## src/rtl/gbc_snd_pulse.sv

```systemverilog
// Pulse (square) voice for the GBC sound engine: duty timer, length counter,
// volume envelope and optional frequency sweep driving a registered sample.
module gbc_snd_pulse #(
   parameter int HAS_SWEEP = 1,
   parameter int FREQ_W    = 11,
   parameter int LEN_W     = 6,
   parameter int VOL_W     = 4
) (
   input  logic              clk,
   input  logic              reset,
   input  logic              ce,
   input  logic              len_tick,
   input  logic              env_tick,
   input  logic              sweep_tick,
   input  logic [2:0]        sweep_period,
   input  logic              sweep_neg,
   input  logic [2:0]        sweep_shift,
   input  logic [1:0]        duty,
   input  logic [LEN_W-1:0]  len_value,
   input  logic              len_load,
   input  logic              len_enable,
   input  logic [VOL_W-1:0]  env_init,
   input  logic              env_up,
   input  logic [2:0]        env_period,
   input  logic [FREQ_W-1:0] freq,
   input  logic              trigger,
   output logic [VOL_W-1:0]  sample,
   output logic              active,
   output logic [FREQ_W-1:0] freq_out,
   output logic              freq_wb
);
   localparam bit             SWEEP_ON = (HAS_SWEEP != 0);
   localparam logic [LEN_W:0] LEN_FULL = {1'b1, {LEN_W{1'b0}}};

   logic [FREQ_W-1:0] timer_q, timer_d;
   logic [2:0]        duty_pos_q, duty_pos_d;
   logic [LEN_W:0]    remaining_q, remaining_d;
   logic [VOL_W-1:0]  vol_q, vol_d;
   logic [2:0]        env_timer_q, env_timer_d;
   logic [FREQ_W-1:0] shadow_q, shadow_d;
   logic [3:0]        sweep_timer_q, sweep_timer_d;
   logic              sweep_en_q, sweep_en_d;
   logic              active_q, active_d;
   logic [FREQ_W-1:0] freq_out_q, freq_out_d;
   logic              freq_wb_q, freq_wb_d;
   logic [VOL_W-1:0]  sample_q, sample_d;

   logic              dac_on;
   logic [7:0]        pattern;
   logic [3:0]        sweep_reload;
   logic [FREQ_W:0]   calc_trig, calc_cur, calc_next;

   // Extra top bit of the result carries the add overflow; subtraction never sets it.
   function automatic logic [FREQ_W:0] sweep_calc(input logic [FREQ_W-1:0] base,
                                                  input logic [2:0] shift,
                                                  input logic neg);
      logic [FREQ_W:0] delta;
      delta = {1'b0, base >> shift};
      sweep_calc = neg ? ({1'b0, base} - delta) : ({1'b0, base} + delta);
   endfunction

   assign dac_on       = (env_init != '0) | env_up;
   assign sweep_reload = (sweep_period == 3'd0) ? 4'd8 : {1'b0, sweep_period};
   assign calc_trig    = sweep_calc(freq, sweep_shift, sweep_neg);
   assign calc_cur     = sweep_calc(shadow_q, sweep_shift, sweep_neg);
   assign calc_next    = sweep_calc(calc_cur[FREQ_W-1:0], sweep_shift, sweep_neg);

   always_comb begin
      case (duty)
         2'b00:   pattern = 8'b0000_0001;
         2'b01:   pattern = 8'b1000_0001;
         2'b10:   pattern = 8'b1000_0111;
         default: pattern = 8'b0111_1110;
      endcase
   end

   always_comb begin
      timer_d       = timer_q;
      duty_pos_d    = duty_pos_q;
      remaining_d   = remaining_q;
      vol_d         = vol_q;
      env_timer_d   = env_timer_q;
      shadow_d      = shadow_q;
      sweep_timer_d = sweep_timer_q;
      sweep_en_d    = sweep_en_q;
      active_d      = active_q;
      freq_out_d    = freq_out_q;
      freq_wb_d     = 1'b0;

      if (trigger) begin
         timer_d = freq;
      end else if (ce) begin
         if (&timer_q) begin
            timer_d    = freq;
            duty_pos_d = duty_pos_q + 3'd1;
         end else begin
            timer_d = timer_q + 1'b1;
         end
      end

      // A tick coinciding with a trigger still counts; the trigger then refills an empty counter.
      if (len_load) begin
         remaining_d = LEN_FULL - {1'b0, len_value};
      end else if (len_tick && len_enable && (remaining_q != '0)) begin
         remaining_d = remaining_q - 1'b1;
         if (remaining_d == '0) active_d = 1'b0;
      end
      if (trigger && (remaining_d == '0)) remaining_d = LEN_FULL;

      if (trigger) begin
         vol_d       = env_init;
         env_timer_d = env_period;
      end else if (env_tick && (env_period != 3'd0)) begin
         if (env_timer_q == 3'd1) begin
            env_timer_d = env_period;
            if (env_up && (vol_q != '1))        vol_d = vol_q + 1'b1;
            else if (!env_up && (vol_q != '0))  vol_d = vol_q - 1'b1;
         end else begin
            env_timer_d = env_timer_q - 3'd1;
         end
      end

      if (SWEEP_ON) begin
         if (trigger) begin
            shadow_d      = freq;
            sweep_timer_d = sweep_reload;
            sweep_en_d    = (sweep_period != 3'd0) | (sweep_shift != 3'd0);
         end else if (sweep_tick) begin
            if (sweep_timer_q <= 4'd1) begin
               sweep_timer_d = sweep_reload;
               if (sweep_en_q && (sweep_period != 3'd0)) begin
                  if (calc_cur[FREQ_W] && !sweep_neg) begin
                     active_d = 1'b0;
                  end else if (sweep_shift != 3'd0) begin
                     shadow_d   = calc_cur[FREQ_W-1:0];
                     freq_out_d = calc_cur[FREQ_W-1:0];
                     freq_wb_d  = 1'b1;
                     if (calc_next[FREQ_W] && !sweep_neg) active_d = 1'b0;
                  end
               end
            end else begin
               sweep_timer_d = sweep_timer_q - 4'd1;
            end
         end
      end

      if (trigger) begin
         active_d = dac_on;
         if (SWEEP_ON && (sweep_shift != 3'd0) && calc_trig[FREQ_W] && !sweep_neg) active_d = 1'b0;
      end
      if (!dac_on) active_d = 1'b0;
   end

   assign sample_d = (active_q && pattern[duty_pos_q]) ? vol_q : '0;

   always_ff @(posedge clk or negedge reset) begin
      if (!reset) begin
         timer_q       <= '0;
         duty_pos_q    <= '0;
         remaining_q   <= '0;
         vol_q         <= '0;
         env_timer_q   <= '0;
         shadow_q      <= '0;
         sweep_timer_q <= '0;
         sweep_en_q    <= 1'b0;
         active_q      <= 1'b0;
         freq_out_q    <= '0;
         freq_wb_q     <= 1'b0;
         sample_q      <= '0;
      end else begin
         timer_q       <= timer_d;
         duty_pos_q    <= duty_pos_d;
         remaining_q   <= remaining_d;
         vol_q         <= vol_d;
         env_timer_q   <= env_timer_d;
         shadow_q      <= shadow_d;
         sweep_timer_q <= sweep_timer_d;
         sweep_en_q    <= sweep_en_d;
         active_q      <= active_d;
         freq_out_q    <= freq_out_d;
         freq_wb_q     <= freq_wb_d;
         sample_q      <= sample_d;
      end
   end

   assign sample   = sample_q;
   assign active   = active_q;
   assign freq_out = freq_out_q;
   assign freq_wb  = freq_wb_q;
endmodule

```

## config.mk

```make
export PLATFORM = sky130hd
export DESIGN_NAME = gbc_snd_pulse
export DESIGN_NICKNAME = d
export VERILOG_FILES = /design/src/rtl/gbc_snd_pulse.sv
export SDC_FILE = /design/constraint.sdc
export NUM_CORES = 1
export LEC_CHECK = 0
export ABC_CLOCK_PERIOD_IN_PS = 9500
export CAP_MARGIN = 20
export CORE_ASPECT_RATIO = 0.9
export CORE_MARGIN = 5
export CORE_UTILIZATION = 45
export DETAILED_ROUTE_END_ITERATION = 8
export MAX_ROUTING_LAYER = met4
export PLACE_DENSITY_LB_ADDON = 0.05
export SYNTH_ARGS = -nofsm -noshare
export SYNTH_HDL_FRONTEND = slang
export SYNTH_SLANG_ARGS = --single-unit
```

## constraint.sdc

```tcl
create_clock -name clk -period 9.5 [get_ports clk]
set_clock_uncertainty 0.15 [all_clocks]
set_input_delay 0.95 -clock clk [delete_from_list [all_inputs] [get_ports clk]]
set_output_delay 0.95 -clock clk [all_outputs]
set_load 0.03 [all_outputs]
```

Word level (Yosys, flattened, before mapping)
Cells that the tools add are included.

word-level totals
  flip-flop bits (word level) = 61
  output and inout bits = 17
  word-level logic and storage cells = 126

operators by class
  add/subtract/negate cells = 14
  $lt $le $gt $ge = 2
  equality and inequality tests = 5
  shifts and indexed selects = 3
  muxes and demuxes = 49
  bitwise gates (word level) = 4
  reduce and logical (&&, ||, !) cells = 37

operators with widths
  cell                                                                 count
  11-bit 2-to-1 mux                                                    9
  4-bit 2-to-1 mux                                                     10
  11-bit by 11-bit adder with 12-bit output                            3
  12-bit 2-to-1 mux                                                    3
  11-bit by 11-bit subtractor with 12-bit output                       3
  11-bit by 3-bit right shift with 11-bit output                       3
  8-bit case mux with 3 select lines                                   1
  7-bit 2-to-1 mux                                                     3
  1-bit 2-to-1 mux                                                     19
  7-bit zero test                                                      2
  2-bit nonzero test                                                   7
  13-bit AND reduction                                                 1
  1-bit logical AND                                                    12
  3-bit nonzero test                                                   4
  11-bit by 1-bit adder with 11-bit output (second input constant)     1
  11-bit AND reduction                                                 1
  3-bit 2-to-1 mux                                                     3
  4-bit nonzero test                                                   2
  4-bit by 1-bit subtractor with 4-bit output (second input constant)  2
  7-bit nonzero test                                                   1
  7-bit by 1-bit subtractor with 7-bit output (second input constant)  1
  7-bit by 6-bit subtractor with 7-bit output (first input constant)   1
  6-bit AND reduction                                                  1
  5-bit AND reduction                                                  1
  other kinds (17)                                                     20

Depth between registers and ports, before layout
Gate-level depths: netlist of the first run.

  depth after elaboration = 15
  mapped depth = 37
  mapped depth without buffers = 36

Worst setup path after synthesis of the first run
OpenSTA, ideal clock, no wires.

  kind = in2reg
  start point = input sweep_shift[1]
  end point = register active_q (netlist: active)
  setup time = 131 ps
  data arrival time = 6233 ps
  data required time = 9219 ps
  setup slack = 2986 ps
  stages = 30
  buffers on the path = 3
  cells stage by stage = buf_2 > buf_2 > mux4_2 > mux2i_1 > o211a_2 > a31oi_1 > xor2_1 > ha_1 > buf_6 > and3_4 > a221oi_4 > xnor2_2 > and2_4 > or4b_4 > nand2_1 > ha_1 > and4_1 > a21oi_1 > xor2_1 > ha_1 > o21ai_0 > nand2b_1 > a21oi_1 > nand2_1 > o21ai_0 > nor2_1 > nand4b_1 > a31oi_1 > xor2_1 > a21oi_1

on the way
  longest elaborated chain between the ends = 15
  elaborated cells on any way between the ends = 26

RTL lines
  item                                                                                                         RTL line  RTL
  start, declared                                                                                              17        input logic [2:0] sweep_shift,
  11-bit by 3-bit right shift with 11-bit output (*)                                                           58        delta = {1'b0, base >> shift};
  11-bit by 11-bit adder with 12-bit output or 11-bit by 11-bit subtractor with 12-bit output (tied branches)  59        sweep_calc = neg ? ({1'b0, base} - delta) : ({1'b0, base} + delta);
  12-bit 2-to-1 mux (*)                                                                                        59
  via calc_cur[6]                                                                                              51        logic [FREQ_W:0] calc_trig, calc_cur, calc_next;
  11-bit by 3-bit right shift with 11-bit output                                                               58
  11-bit by 11-bit adder with 12-bit output or 11-bit by 11-bit subtractor with 12-bit output (tied branches)  59
  12-bit 2-to-1 mux (*)                                                                                        59
  1-bit logical AND (*)                                                                                        138       if (calc_next[FREQ_W] && !sweep_neg) active_d = 1'b0;
  1-bit 2-to-1 mux (*)                                                                                         138
  1-bit 2-to-1 mux (*)                                                                                         134       end else if (sweep_shift != 3'd0) begin
  1-bit 2-to-1 mux (*)                                                                                         132       if (calc_cur[FREQ_W] && !sweep_neg) begin
  1-bit 2-to-1 mux (*)                                                                                         131       if (sweep_en_q && (sweep_period != 3'd0)) begin
  1-bit 2-to-1 mux (*)                                                                                         129       if (sweep_timer_q <= 4'd1) begin
  1-bit 2-to-1 mux (*)                                                                                         128       end else if (sweep_tick) begin
  1-bit 2-to-1 mux (*)                                                                                         147       if (trigger) begin
  1-bit 2-to-1 mux (*)                                                                                         151       if (!dac_on) active_d = 1'b0;
  via active_d                                                                                                 43        logic active_q, active_d;
  end signal, assigned                                                                                         179       active_q <= active_d;
  end, declared                                                                                                43

The timed path passes the listed nets; every way through them passes the cells marked *.
A chain may end at the register's enable or synchronous reset.

Worst setup path in the final report of the first run
Same ends and word-level chain as after synthesis.

==> flow_metrics.env, run 1 <==
export IMPL_routedWlPerCell_microns=18.77
export IMPL_status="complete, no violations"
export IMPL_final_area_sq_um=7357
export IMPL_clock_latency_ns=0.34
export IMPL_fin_crit_sh=0.7784
export IMPL_diodes=0
export IMPL_syn_avg_cell_area_sq_um=8.051
export IMPL_root_buffer="clkbuf_16"
export IMPL_vias=6107
export IMPL_io_buffers=59
export IMPL_start_util=0.4553
export IMPL_die_y_microns=122.7
export IMPL_drive_gt1_frac=0.07194
export IMPL_cts_tree="yes"
export IMPL_hold_viol_final=0
export IMPL_ctsResizeCount=0
export IMPL_cts_buffers=9
export IMPL_max_freq_ghz=0.1352
export IMPL_syn_cell_area_sq_um=6352
export IMPL_synth_cell_type_count=76
export IMPL_cp_start_kind="primary input"
export IMPL_grt_pass1_vias=5890
export IMPL_powerDensity_nw_per_um2=213.5
export IMPL_synth_edf_count=0
export IMPL_hold_buffers=0
export IMPL_drv_slew=0
export IMPL_wl_microns=19270
export IMPL_grt_max_degree=62
export IMPL_die_w_microns=135.2
export IMPL_post_cts_buffers=0
export IMPL_finalSetupTns_ns=0
export IMPL_die_area_sq_um=16600
export IMPL_rsz0062_at_grt="false"
export IMPL_grt_remaining_overflow=0
export IMPL_ant_nets=0
export IMPL_drt_initial_drc_count=495
export IMPL_peakVddDrop_mv=0.1347
export IMPL_endpoint_kind="flop"
export IMPL_nets=920
export IMPL_critPathMaxFanout=19
export IMPL_dp_hpwl_microns=14730
export IMPL_gr_usage_all_layers=0.2461
export IMPL_hold_class="reg -> reg"
export IMPL_viasPerCell=5.946
export IMPL_syn_nets=880
export IMPL_crit_path_max_incr_delay_ns=0.47
export IMPL_cts_sinks=61
export IMPL_period_minus_slack_ns=7.395
export IMPL_synthArstFlopShare=1.000
export IMPL_core_area_sq_um=13950
export IMPL_row_count=41
export IMPL_required_ns=9.56
export IMPL_dr_pass1_iters=5
export IMPL_num_io_pins=60
export IMPL_synth_flop_cell="dfrtp_1"
export IMPL_crit_top_cell="a21oi_1"
export IMPL_cts_max_path_buffers=2
export IMPL_htree_levels=3
export IMPL_clk_transition_reported_paths_ns=0.05
export IMPL_placedInstanceArea_sq_um=7056
export IMPL_n_fill_cell=1368
export IMPL_area_delta_synth_final_pct=15.82
export IMPL_antenna_found_initial=0
export IMPL_cp_slowest_cell="a21oi_1"
export IMPL_finalSetupViolations=0
export IMPL_syn_inst=789
export IMPL_worstMarginPinSlew_ns=1.004
export IMPL_place_gp_congestion=0.9532
export IMPL_ys_seq_area_frac=0.2403
export IMPL_power_leakage_nw=3.169
export IMPL_cap_violations=0
export IMPL_yosys_warnings=0
export IMPL_drc_errors=0
export IMPL_grt_pass1_wl_microns=31370
export IMPL_relSlewSlack=0.3218
export IMPL_synth_seq_cells=61
export IMPL_path_class="in -> reg"
export IMPL_critical_path_arrival_ns=7.45
[registers in the layout, indices dropped and copies added (netlist names), 4 cells and up]
register / count
vol_q: 4
freq_out: 11
sweep_timer_q: 4
shadow_q: 11
timer_q: 11
sample: 4
remaining_q: 7
[path summary, 6_finish.rpt]
kind / start / endpoint / slack [ns] / depth (start not counted)
max: sweep_shift[1] / active / 2.11 / 32
min: env_timer_q[1] / env_timer_q[1] / 0.34 / 2
max reg2reg: shadow_q[9] / active / 2.71 / 31
min reg2reg: env_timer_q[1] / env_timer_q[1] / 0.34 / 2
max in group asynchronous: reset / timer_q[6] / 8.03 / 2
min in group asynchronous: reset / shadow_q[2] / 0.63 / 2
[routing by layer]
metal	GRT usage	vias to the layer above	wire length (microns)
met1	0.3412	2915	9310
met5	-	-	0
met3	0.06066	21	1336
met2	0.3647	196	8433
met4	0.05668	0	192
li1	-	2975	-
[synthesized netlist by cell type, drive strengths merged, types with 8 or more instances]
master	instances	area, sq um
nor2	86	322.8
nand2	77	289.0
o21ai	67	335.3
dfrtp	61	1526
a21oi	59	295.3
ha	46	575.6
inv	37	138.9
mux2i	28	280.3
clkbuf	26	97.59
nor3	26	130.1
xor2	25	219.0
xnor2	24	217.7
mux2	19	214.0
a31oi	16	100.1
and3	14	92.59
buf	13	71.31
nand3	13	65.06
a211oi	10	80.07
mux4	10	225.2
nor2b	8	50.05
[layout make-up]
| class | instances | area [sq um] | share of cell area |
|---|---|---|---|
| Clock buffer | 12 | 246.5 | 0.03350 |
| Clock inverter | 4 | 47.55 | 0.006463 |
| Inverter | 37 | 138.9 | 0.01888 |
| Multi-Input combinational cell | 652 | 4518 | 0.6141 |
| Sequential cell | 61 | 1526 | 0.2075 |
| Tap cell | 193 | 241.5 | 0.03282 |
| Timing Repair Buffer | 68 | 638.1 | 0.08673 |
[cells in the final DEF, fill, tap and decap left out, types with 7 or more instances in the layout]
cell / instances
a211oi_1: 9
a21o_1: 7
a21oi_1: 59
a31oi_1: 16
and3_1: 13
buf_4: 9
clkbuf_16: 9
clkdlybuf4s50_1: 55
dfrtp_1: 61
ha_1: 46
inv_1: 33
mux2_1: 12
mux2_2: 7
mux2i_1: 28
mux4_2: 10
nand2_1: 77
nand3_1: 13
nand4_1: 7
nor2_1: 86
nor2b_1: 8
nor3_1: 26
o21ai_0: 57
o21ai_1: 10
o22a_1: 7
xnor2_1: 23
xor2_1: 25
[kinds of logic (layout without fill, tap and decap cells)]
group,Yosys count,in the layout,share of synthesized area
AOI/OAI and AO/OA,225,225,0.2267
muxes,57,57,0.1133
and+or+nand+nor,272,272,0.2041
xor gates and xnor gates,49,49,0.06874
adders and majority gates,49,49,0.09848
buffers and inverters,76,121,0.04845
DFF,61,61,0.2403
[where the power goes]
part	total (W)	leakage, nW	switching [W]	internal (W)
Sequential	0.000366	0.742	0.0000507	0.000315
Clock	0.000332	0.143	0.000123	0.000209
Combinational	0.000873	2.28	0.000530	0.000342
Total	0.00157	3.17	0.000704	0.000867
[through the flow]
step | cells | util | hold WS, ns | power, W | setup WS [ns]
2_1_floorplan | 789 | - | 0.2998 | 0.0009540 | 2.986
3_3_place_gp | 1010 | 0.5056 | 0.3202 | 0.001224 | 1.951
3_5_place_dp | 1010 | 0.5056 | 0.3286 | 0.001233 | 1.845
4_1_cts | 1026 | 0.5267 | 0.3407 | 0.001575 | 2.192
5_1_grt | 1027 | 0.5273 | 0.3627 | 0.001688 | 1.518
6_report | 1027 | 0.5273 | 0.3361 | 0.001571 | 2.105
[worst max-delay path: cells and delay by family]
kind | cells | cell delay, ns
AOI/OAI and AO/OA | 14 | 2.63
xor gates and xnor gates | 3 | 0.49
adders and majority gates | 4 | 1.18
buffers and inverters | 2 | 0.56
muxes | 1 | 0.40
and+or+nand+nor | 8 | 1.23
No activity file was read; power rests on OpenSTA's default activity.
==> run 2, diff against run 1 <==
- ABC_CLOCK_PERIOD_IN_PS: 9500 -> 6900
- clock period: 9.5 -> 6.9 ns (I/O delays scaled with it)
==> flow_metrics.env, run 2 (synthesized netlist as in run 1, its figures left out) <==
export IMPL_hold_viol_final=0
export IMPL_grt_remaining_overflow=0
export IMPL_cap_violations=0
export IMPL_whs_ns=0.3355
export IMPL_die_area_sq_um=16600
export IMPL_nets=947
export IMPL_wl_microns=19020
export IMPL_max_freq_ghz=0.1536
export IMPL_cp_start_kind="primary input"
export IMPL_peakVddDrop_mv=0.2082
export IMPL_drc_errors=0
export IMPL_cts_sinks=61
export IMPL_final_cells=1052
export IMPL_vias=6290
export IMPL_crit_path_max_incr_delay_ns=0.51
export IMPL_cts_buffers=9
export IMPL_ant_nets=0
export IMPL_viasPerCell=5.979
export IMPL_fin_crit_sh=0.9432
export IMPL_place_gp_congestion=0.9724
export IMPL_gr_usage_all_layers=0.2429
export IMPL_fin_total_pwr_w=0.002202
export IMPL_hold_class="reg -> reg"
export IMPL_critPathMaxFanout=8
export IMPL_finalSetupViolations=0
export IMPL_final_cell_mix="nor2_1 (85), nand2_1 (77), dfrtp_1 (61)"
export IMPL_grt_max_degree=62
export IMPL_drt_initial_drc_count=531
export IMPL_final_common_cell="nor2_1"
export IMPL_clock_latency_ns=0.33
export IMPL_path_class="in -> reg"
export IMPL_drv_slew=0
export IMPL_die_w_microns=135.2
export IMPL_dp_cells=1035
export IMPL_grt_pass1_vias=6056
export IMPL_row_count=41
export IMPL_relSlewSlack=0.3347
export IMPL_htree_levels=3
export IMPL_drive_gt1_frac=0.1094
export IMPL_powerDensity_nw_per_um2=289.8
export IMPL_clk_transition_reported_paths_ns=0.05
export IMPL_worst_path_buf_inv=2
export IMPL_power_leakage_nw=3.305
export IMPL_grt_pass1_wl_microns=31260
export IMPL_cts_max_path_buffers=2
export IMPL_endpoint_kind="flop"
export IMPL_start_util=0.4553
export IMPL_critical_path_arrival_ns=6.56
export IMPL_worstMarginPinSlew_ns=0.9851
export IMPL_antenna_found_initial=0
export IMPL_io_buffers=59
export IMPL_status="complete, no violations"
export IMPL_diodes=0
export IMPL_cp_slowest_cell="or4b_4"
export IMPL_period_minus_slack_ns=6.508
export IMPL_core_area_sq_um=13950
export IMPL_hold_buffers=0
export IMPL_critPathTopFamily="compound AO/OA/AOI/OAI gates"
export IMPL_dp_hpwl_microns=14380
export IMPL_routedWlPerCell_microns=18.08
export IMPL_root_buffer="clkbuf_16"
export IMPL_num_io_pins=60
export IMPL_cts_tree="yes"
export IMPL_dr_pass1_iters=5
export IMPL_area_delta_synth_final_pct=19.64
export IMPL_required_ns=6.95
export IMPL_die_y_microns=122.7
export IMPL_n_fill_cell=1346
-- run 2: changes by cell type in the layout (fill, tap and decap cells not counted), sizes merged --
cell and delta:
clkinvlp -1, clkinv -1, buf +26, bufinv -1, clkbuf +2
-- run 2: per-stage QoR --
stage	util	instance area [sq um]	worst slack [ns]	TNS, ns
after CTS	0.5404	7541	0.3892	0
after global routing	0.5447	7600	-0.001951	-0.001951
final	0.5447	7600	0.3916	0
after detailed placement	0.5200	7256	0.06329	0
after global placement	0.5200	7256	0.2118	0
after floorplan	-	6352	0.6459	0
-- run 2: final cells by class --
cell class | count | area [sq um] | share of cell area
flip-flops and latches | 61 | 1526 | 0.2009
inverters | 37 | 138.9 | 0.01827
repair buffers | 95 | 855.8 | 0.1126
clock inverters | 1 | 5.005 | 0.0006585
multi-input cells | 652 | 4552 | 0.5989
well taps | 193 | 241.5 | 0.03177
clock buffers | 13 | 280.3 | 0.03688
-- run 2: worst register-to-register path, delay by kind of cell, from the launching register on --
kind	cells	cell delay, ns
AOI/OAI and AO/OA	12	2.28
xor gates and xnor gates	3	0.48
adders and majority gates	4	1.09
DFF	1	0.45
muxes	2	0.72
and+or+nand+nor	7	1.03
-- run 2: power breakdown --
group          internal (W)  switching (W)
Combinational      0.000528       0.000741
Sequential         0.000435      0.0000711
Clock              0.000277       0.000151
Total               0.00124       0.000963
-- run 2: path summary, 6_finish.rpt --
kind / slack [ns] / from / cells past startpoint / to
worst min-delay path: 0.34 / env_timer_q[2] / 1 / env_timer_q[2]
worst max-delay path: 0.39 / sweep_shift[2] / 29 / active
min in group asynchronous: 0.39 / reset / 2 / shadow_q[0]
max in group asynchronous: 5.68 / reset / 2 / remaining_q[4]
worst max register to register: 0.57 / shadow_q[1] / 28 / active
worst min register to register: 0.34 / env_timer_q[2] / 1 / env_timer_q[2]
-- run 2: repair_timing --
action,in CTS,in global routing
gates resized for setup,0,9
buffers inserted,0,2
endpoints found under the setup margin,0,1
hold endpoints to repair,0,0
-- run 2: routing by layer --
metal / track usage / vias up / part of all wire
met5: - / - / 0
met4: 0.05479 / 0 / 0.016
met3: 0.06680 / 30 / 0.087
met2: 0.3445 / 256 / 0.42
met1: 0.3460 / 2973 / 0.48
li1: - / 3031 / -
